$ cat config.mk
export PLATFORM = sky130hd
export DESIGN_NAME = mole_spawner_flat
export DESIGN_NICKNAME = d
export VERILOG_FILES = /design/src/rtl/mole_spawner_pkg.sv /design/src/rtl/mole_spawner_if.sv /design/src/rtl/mole_lfsr.sv /design/src/rtl/mole_spawner.sv /design/src/flat_wrapper.sv
export SDC_FILE = /design/constraint.sdc
export NUM_CORES = 1
export LEC_CHECK = 0
export CORE_MARGIN = 2
export CORE_UTILIZATION = 30
export CTS_BUF_LIST = sky130_fd_sc_hd__clkbuf_4 sky130_fd_sc_hd__clkbuf_8 sky130_fd_sc_hd__clkbuf_16
export DETAILED_ROUTE_END_ITERATION = 8
export GPL_ROUTABILITY_DRIVEN = 0
export GPL_TIMING_DRIVEN = 0
export PLACE_DENSITY = 0.46
export SLEW_MARGIN = 20
export SYNTH_ARGS = -nofsm -noshare
export SYNTH_HDL_FRONTEND = slang
export SYNTH_HIERARCHICAL = 1
export SYNTH_SLANG_ARGS = --single-unit
export TNS_END_PERCENT = 50
$ cat constraint.sdc
create_clock -name clock -period 8.68 [get_ports clock]
set_input_delay 2.604 -clock clock [delete_from_list [all_inputs] [get_ports clock]]
set_output_delay 2.604 -clock clock [all_outputs]
set_load 0.1 [all_outputs]
$ cat src/rtl/mole_spawner_pkg.sv
// Shared constants and helpers for the whack-a-mole spawner: default board size,
// Galois LFSR tap masks per width, and small constant-friendly math helpers.
package mole_pkg;

  localparam int DEFAULT_NUM_HOLES = 5;
  localparam int MAX_HOLES         = 16;

  function automatic int clog2(input int n);
    int r;
    r = 0;
    for (int i = 0; i < 31; i++) begin
      if ((1 << r) < n) r = r + 1;
    end
    return r;
  endfunction

  function automatic int popcount(input logic [MAX_HOLES-1:0] v);
    int c;
    c = 0;
    for (int i = 0; i < MAX_HOLES; i++) begin
      if (v[i]) c = c + 1;
    end
    return c;
  endfunction

  // Right-shift Galois masks giving maximal-length sequences.
  function automatic logic [31:0] lfsr_taps(input int w);
    case (w)
      3:       return 32'h0006;
      4:       return 32'h000C;
      5:       return 32'h0014;
      6:       return 32'h0030;
      7:       return 32'h0060;
      8:       return 32'h00B8;
      9:       return 32'h0110;
      10:      return 32'h0240;
      11:      return 32'h0500;
      16:      return 32'hB400;
      default: return 32'h00B8;
    endcase
  endfunction

endpackage

$ cat src/rtl/mole_spawner_if.sv
// Game-side bundle of the mole spawner: control strobes in, mole mask and
// per-cycle score events out.
interface mole_spawner_if import mole_pkg::*; #(
  parameter int NUM_HOLES = DEFAULT_NUM_HOLES
);

  localparam int CNT_W = clog2(NUM_HOLES + 1);

  logic                 enable;
  logic                 pulse;
  logic [NUM_HOLES-1:0] whack;
  logic [NUM_HOLES-1:0] mole_position;
  logic [NUM_HOLES-1:0] hit_mask;
  logic [NUM_HOLES-1:0] miss_mask;
  logic                 wrong;
  logic [CNT_W-1:0]     active_count;

  modport master (
    output enable, pulse, whack,
    input  mole_position, hit_mask, miss_mask, wrong, active_count
  );

  modport slave (
    input  enable, pulse, whack,
    output mole_position, hit_mask, miss_mask, wrong, active_count
  );

endinterface

$ cat src/rtl/mole_lfsr.sv
// Galois right-shift LFSR used as the spawner's random hole source.
// A zero seed would lock the register, so it is replaced by 1.
module mole_lfsr #(
  parameter int           W    = 8,
  parameter logic [W-1:0] TAPS = W'(32'hB8),
  parameter logic [W-1:0] SEED = W'(32'h01)
) (
  input  logic         clock,
  input  logic         reset,
  input  logic         advance,
  output logic [W-1:0] value
);

  localparam logic [W-1:0] SEED_EFF = (SEED == '0) ? W'(1) : SEED;

  always_ff @(posedge clock) begin
    if (!reset) begin
      value <= SEED_EFF;
    end else if (advance) begin
      value <= (value >> 1) ^ (value[0] ? TAPS : '0);
    end
  end

endmodule

$ cat src/rtl/mole_spawner.sv
// Multi-mole generator: ages moles on each game pulse, scores hits/misses/wrong
// whacks, and spawns at most one new mole per pulse at an LFSR-chosen free hole.
module mole_spawner import mole_pkg::*; #(
  parameter int                NUM_HOLES  = DEFAULT_NUM_HOLES,
  parameter int                MAX_ACTIVE = 2,
  parameter int                LIFETIME   = 3,
  parameter int                LFSR_W     = 8,
  parameter logic [LFSR_W-1:0] LFSR_TAPS  = LFSR_W'(lfsr_taps(LFSR_W)),
  parameter logic [LFSR_W-1:0] LFSR_SEED  = LFSR_W'(1)
) (
  input logic           clock,
  input logic           reset,
  mole_spawner_if.slave bus
);

  localparam int LT_W  = clog2(LIFETIME + 1);
  localparam int IDX_W = clog2(NUM_HOLES);
  localparam int CNT_W = clog2(NUM_HOLES + 1);

  typedef logic [NUM_HOLES-1:0] mask_t;
  typedef logic [LT_W-1:0]      life_t;

  logic [LFSR_W-1:0] lfsr_value;
  logic [IDX_W-1:0]  idx;

  mask_t            position_q, hit_q, miss_q;
  logic             wrong_q;
  logic [CNT_W-1:0] count_q;
  life_t            life_q [NUM_HOLES];

  mask_t hit_d, expired_d, survivors, spawn_d, position_d;
  logic  wrong_d, room, found;
  life_t life_d [NUM_HOLES];

  mole_lfsr #(
    .W    (LFSR_W),
    .TAPS (LFSR_TAPS),
    .SEED (LFSR_SEED)
  ) u_lfsr (
    .clock   (clock),
    .reset   (reset),
    .advance (bus.enable),
    .value   (lfsr_value)
  );

  assign idx = IDX_W'(lfsr_value % LFSR_W'(NUM_HOLES));

  always_comb begin
    hit_d     = bus.whack & position_q;
    wrong_d   = |(bus.whack & ~position_q);
    expired_d = '0;
    for (int i = 0; i < NUM_HOLES; i++) begin
      life_d[i] = life_q[i];
      if (hit_d[i]) begin
        life_d[i] = '0;
      end else if (bus.pulse && position_q[i]) begin
        life_d[i] = life_q[i] - life_t'(1);
        if (life_q[i] == life_t'(1)) expired_d[i] = 1'b1;
      end
    end

    survivors = position_q & ~(hit_d | expired_d);
    room      = bus.pulse && (popcount(MAX_HOLES'(survivors)) < MAX_ACTIVE);

    // Hole i sits at search distance k from idx when idx == (i - k) mod NUM_HOLES;
    // scanning k outermost yields the first free hole in rotating order.
    spawn_d = '0;
    found   = 1'b0;
    if (room) begin
      for (int k = 0; k < NUM_HOLES; k++) begin
        for (int i = 0; i < NUM_HOLES; i++) begin
          if (!found && !position_q[i] &&
              int'(idx) == (i - k + NUM_HOLES) % NUM_HOLES) begin
            spawn_d[i] = 1'b1;
            found      = 1'b1;
          end
        end
      end
    end

    for (int i = 0; i < NUM_HOLES; i++) begin
      if (spawn_d[i]) life_d[i] = life_t'(LIFETIME);
    end
    position_d = survivors | spawn_d;
  end

  always_ff @(posedge clock) begin
    if (!reset || !bus.enable) begin
      position_q <= '0;
      hit_q      <= '0;
      miss_q     <= '0;
      wrong_q    <= 1'b0;
      count_q    <= '0;
      for (int i = 0; i < NUM_HOLES; i++) life_q[i] <= '0;
    end else begin
      position_q <= position_d;
      hit_q      <= hit_d;
      miss_q     <= expired_d;
      wrong_q    <= wrong_d;
      count_q    <= CNT_W'(popcount(MAX_HOLES'(position_d)));
      for (int i = 0; i < NUM_HOLES; i++) life_q[i] <= life_d[i];
    end
  end

  assign bus.mole_position = position_q;
  assign bus.hit_mask      = hit_q;
  assign bus.miss_mask     = miss_q;
  assign bus.wrong         = wrong_q;
  assign bus.active_count  = count_q;

endmodule
$ cat src/flat_wrapper.sv
// flat-port wrapper written by rule: the top's interface ports become plain ports
module mole_spawner_flat import mole_pkg::*;
#(
  parameter int                NUM_HOLES  = DEFAULT_NUM_HOLES,
  parameter int                MAX_ACTIVE = 2,
  parameter int                LIFETIME   = 3,
  parameter int                LFSR_W     = 8,
  parameter logic [LFSR_W-1:0] LFSR_TAPS  = LFSR_W'(lfsr_taps(LFSR_W)),
  parameter logic [LFSR_W-1:0] LFSR_SEED  = LFSR_W'(1)
)
  (clock, reset, bus_enable, bus_pulse, bus_whack, bus_mole_position, bus_hit_mask, bus_miss_mask, bus_wrong, bus_active_count);
  mole_spawner_if #(.NUM_HOLES(NUM_HOLES)) bus_i ();
  input logic clock;
  input logic reset;
  input wire logic [$bits(bus_i.enable)-1:0] bus_enable;
  input wire logic [$bits(bus_i.pulse)-1:0] bus_pulse;
  input wire logic [$bits(bus_i.whack)-1:0] bus_whack;
  output wire logic [$bits(bus_i.mole_position)-1:0] bus_mole_position;
  output wire logic [$bits(bus_i.hit_mask)-1:0] bus_hit_mask;
  output wire logic [$bits(bus_i.miss_mask)-1:0] bus_miss_mask;
  output wire logic [$bits(bus_i.wrong)-1:0] bus_wrong;
  output wire logic [$bits(bus_i.active_count)-1:0] bus_active_count;
  assign bus_i.enable = bus_enable;
  assign bus_i.pulse = bus_pulse;
  assign bus_i.whack = bus_whack;
  assign bus_mole_position = bus_i.mole_position;
  assign bus_hit_mask = bus_i.hit_mask;
  assign bus_miss_mask = bus_i.miss_mask;
  assign bus_wrong = bus_i.wrong;
  assign bus_active_count = bus_i.active_count;
  mole_spawner #(.NUM_HOLES(NUM_HOLES), .MAX_ACTIVE(MAX_ACTIVE), .LIFETIME(LIFETIME), .LFSR_W(LFSR_W), .LFSR_TAPS(LFSR_TAPS), .LFSR_SEED(LFSR_SEED)) u_core (.clock(clock), .reset(reset), .bus(bus_i));
endmodule
==> flow_summary_export.csv <==
group,metric,value,unit
routing,vias_per_cell,5.77,
global_routing,grt_max_degree,12,
routing,drcViolationCount,0,
sta,setup_slack,0.591,ns
final_layout,mostFrequentLayoutCell,"a21oi_1",
worst_setup_path,start_kind,"input pin",
clocking,cts.repair.resized,0,
routing,drtAntennaViolNets,0,
pwr,total_power,0.870,mW
global_routing,grt_pass1_vias,3406,
sta,fin_tns_setup,0,ns
clocking,cts_sinks,37,
logic_synthesis,synth.ff_latch_count,37,
clocking,clk_latency,0.28,ns
floorplanning,start_util,31.0,%
logic_synthesis,synth_cells,447,
sta,fin_skew,0.00456,ns
clocking,cts.path.max_buffers,2,
worst_setup_path,slowest_stage,"clkdlybuf4s50_1",
clocking,clockRootBuffer,"clkbuf_16",
logic_synthesis,synth_warnings,6,
worst_setup_path,cp.buffers_inverters,7,
final_layout,areaGrowthSynthToFinish,17.4,%
final_layout,num_antenna_cells,0,
routing,vias,3581,
routing,drtPass1Iterations,5,
clocking,cts_tree,"done",
global_routing,grt_pass1_wl,17200,um
flow_run,drv_cap,0,
clocking,numCtsBuffers,5,
sta,finalCritPeriodShare,93.2,%
sta,rsz0062_at_grt,"false",
routing,wl_met2,4890,um
min_path,hp-class,"flop to flop",
worst_setup_path,path_max_fanout,10,
routing,wire_per_inst,17.0,um
sta,setup_violations,0,
logic_synthesis,yosysUniqueCellTypes,81,
clocking,clkTransAtPathRegs,0.05,ns
floorplanning,core,0.0110,mm2
clocking,htree_levels,2,
final_layout,final_cell_mix,"a21oi_1 (40), dfxtp_1 (37), nand2_1 (36), nor2_1 (33), inv_1 (28)",
floorplanning,dieHeight,111,um
place,place_inst,614,
sta,final-max-slew-violation-count,0,
sta,layout_min_cycle_time,8.09,ns
worst_setup_path,cp_top_family,"adder cells",
logic_synthesis,netlist_area,0.00341,mm2
clocking,postCtsSetupBuffers,0,
global_routing,overflow,0,
worst_setup_path,crit_path_end_kind,"flop",
sta,max_freq,0.124,GHz
final_layout,drive_above_1_share,8.73,%
clocking,cts_hold_buf,0,
routing,met3_length,598,um
floorplanning,fp-row-count,38,
place,port_buffers,27,
routing,routed_wl,10500,um
logic_synthesis,synth_enable_flop_cells,0,
floorplanning,die_w,111,um
sta,hold_viol,0,
logic_synthesis,syn_avg_cell_area,7.62,um2
worst_setup_path,cp_common_cell,"ha_1",
worst_setup_path,crit_type,"input pin to flop",
global_routing,gr-usage-all-layers,16.9,%
place,place_ws,0.303,ns
worst_setup_path,worst-endpoint-required,8.88,ns
pwr,p_leak,1.59,nW
worst_setup_path,slowest_delay,0.52,ns
place,post-dp-hpwl,7960,um
logic_synthesis,synth-main-ff-cell,"dfxtp_1",
logic_synthesis,async_flop_share,0,%
sta,worst_pin_slew,0.977,ns
pwr,ir_drop,124,uV
logic_synthesis,seq_area_frac_synth,21.7,%
routing,top_layer,"met4",
final_layout,fin_cells,621,
final_layout,fin_nets,507,
floorplanning,pin_count,28,
sta,whs,0.516,ns
pwr,powerDensity,218,mW/mm2
outcome,status,"completed",
routing,initialDrtViolationCount,232,
global_routing,antenna_found_initial,0,
sta,relSlewSlack,34.7,%
worst_setup_path,cp.arrival,8.29,ns
floorplanning,die_area,0.0122,mm2
routing,met1_length,4790,um
logic_synthesis,synth_fp_nets,473,
-- worst reg2reg max path: cells and delay by family (launching register included) --
kind | cells | cell delay [ns]
AOI/OAI and AO/OA | 11 | 3.37
and+or+nand+nor | 8 | 1.36
adders and majority gates | 5 | 1.34
buffers and inverters | 6 | 1.13
DFF | 1 | 0.36
muxes | 1 | 0.15
xor gates and xnor gates | 1 | 0.14
-- stage by stage --
stage                     utilization, %  cell area, um2
after floorplan                        -            3410
after global placement              35.1            3850
after detailed placement            35.1            3850
after CTS                           36.4            4000
after global routing                36.4            4000
final                               36.4            4000
-- cells in the mapped netlist (11+ instances only) --
cell | count | area (um2)
a21oi_1 | 40 | 200
dfxtp_1 | 37 | 741
nand2_1 | 36 | 135
nor2_1 | 33 | 124
inv_1 | 28 | 105
o21ai_0 | 23 | 115
ha_1 | 17 | 213
and3_1 | 15 | 93.8
clkbuf_1 | 13 | 48.8
mux2i_1 | 13 | 130
nor3_1 | 12 | 60.1
a32oi_1 | 11 | 96.3
nor2b_1 | 11 | 68.8
-- sequential cells by signal (all words and copies together), names as in the netlist --
name	flops
u_core/bus.wrong	1
u_core/bus.active_count	3
u_core/bus.hit_mask	5
u_core/u_lfsr/value	8
u_core/bus.miss_mask	5
u_core/life_q	10
u_core/bus.mole_position	5
-- final cells by class --
type,count,area [um2]
plain buffers,27,140
clock buffers,7,146
fillers,1162,6980
inverters,29,109
multi-input cells,354,2420
flip-flops and latches,37,741
well taps,140,175
repair buffers,27,270
-- cell families after synthesis --
group	synth area share, %
xor+xnor	4.48
mux	4.48
flops	21.7
buf+inv	7.31
compound gates	31.4
simple gates	24.3
fa+ha+maj	6.24
-- per-layer routing --
layer	GRT usage (%)	vias up
li1	-	1729
met1	22.4	1706
met2	28.3	124
met3	2.03	22
met4	6.08	0
met5	0	-
-- report_power, final --
group | total [mW] | leakage (nW) | switching, mW | internal (mW)
sequential | 0.200 | 0.301 | 0.0145 | 0.185
clock | 0.180 | 0.0734 | 0.0639 | 0.116
combinational | 0.491 | 1.22 | 0.308 | 0.184
-- path summary, 6_finish.rpt --
kind / start / end / slack (ns) / cells after the start
hold / removal: u_core/life_q[0][6]$_SDFFE_PP0P_ / u_core/life_q[0][6]$_SDFFE_PP0P_ / 0.52 / 2
setup / recovery: bus_pulse / u_core/bus.active_count[2]$_SDFF_PP0_ / 0.59 / 27
setup reg to reg: u_core/u_lfsr/value[6]$_SDFFE_PN0P_ / u_core/bus.active_count[2]$_SDFF_PP0_ / 0.74 / 32
hold reg to reg: u_core/life_q[0][6]$_SDFFE_PP0P_ / u_core/life_q[0][6]$_SDFFE_PP0P_ / 0.52 / 2
No activity file was read; power rests on OpenSTA's default activity.
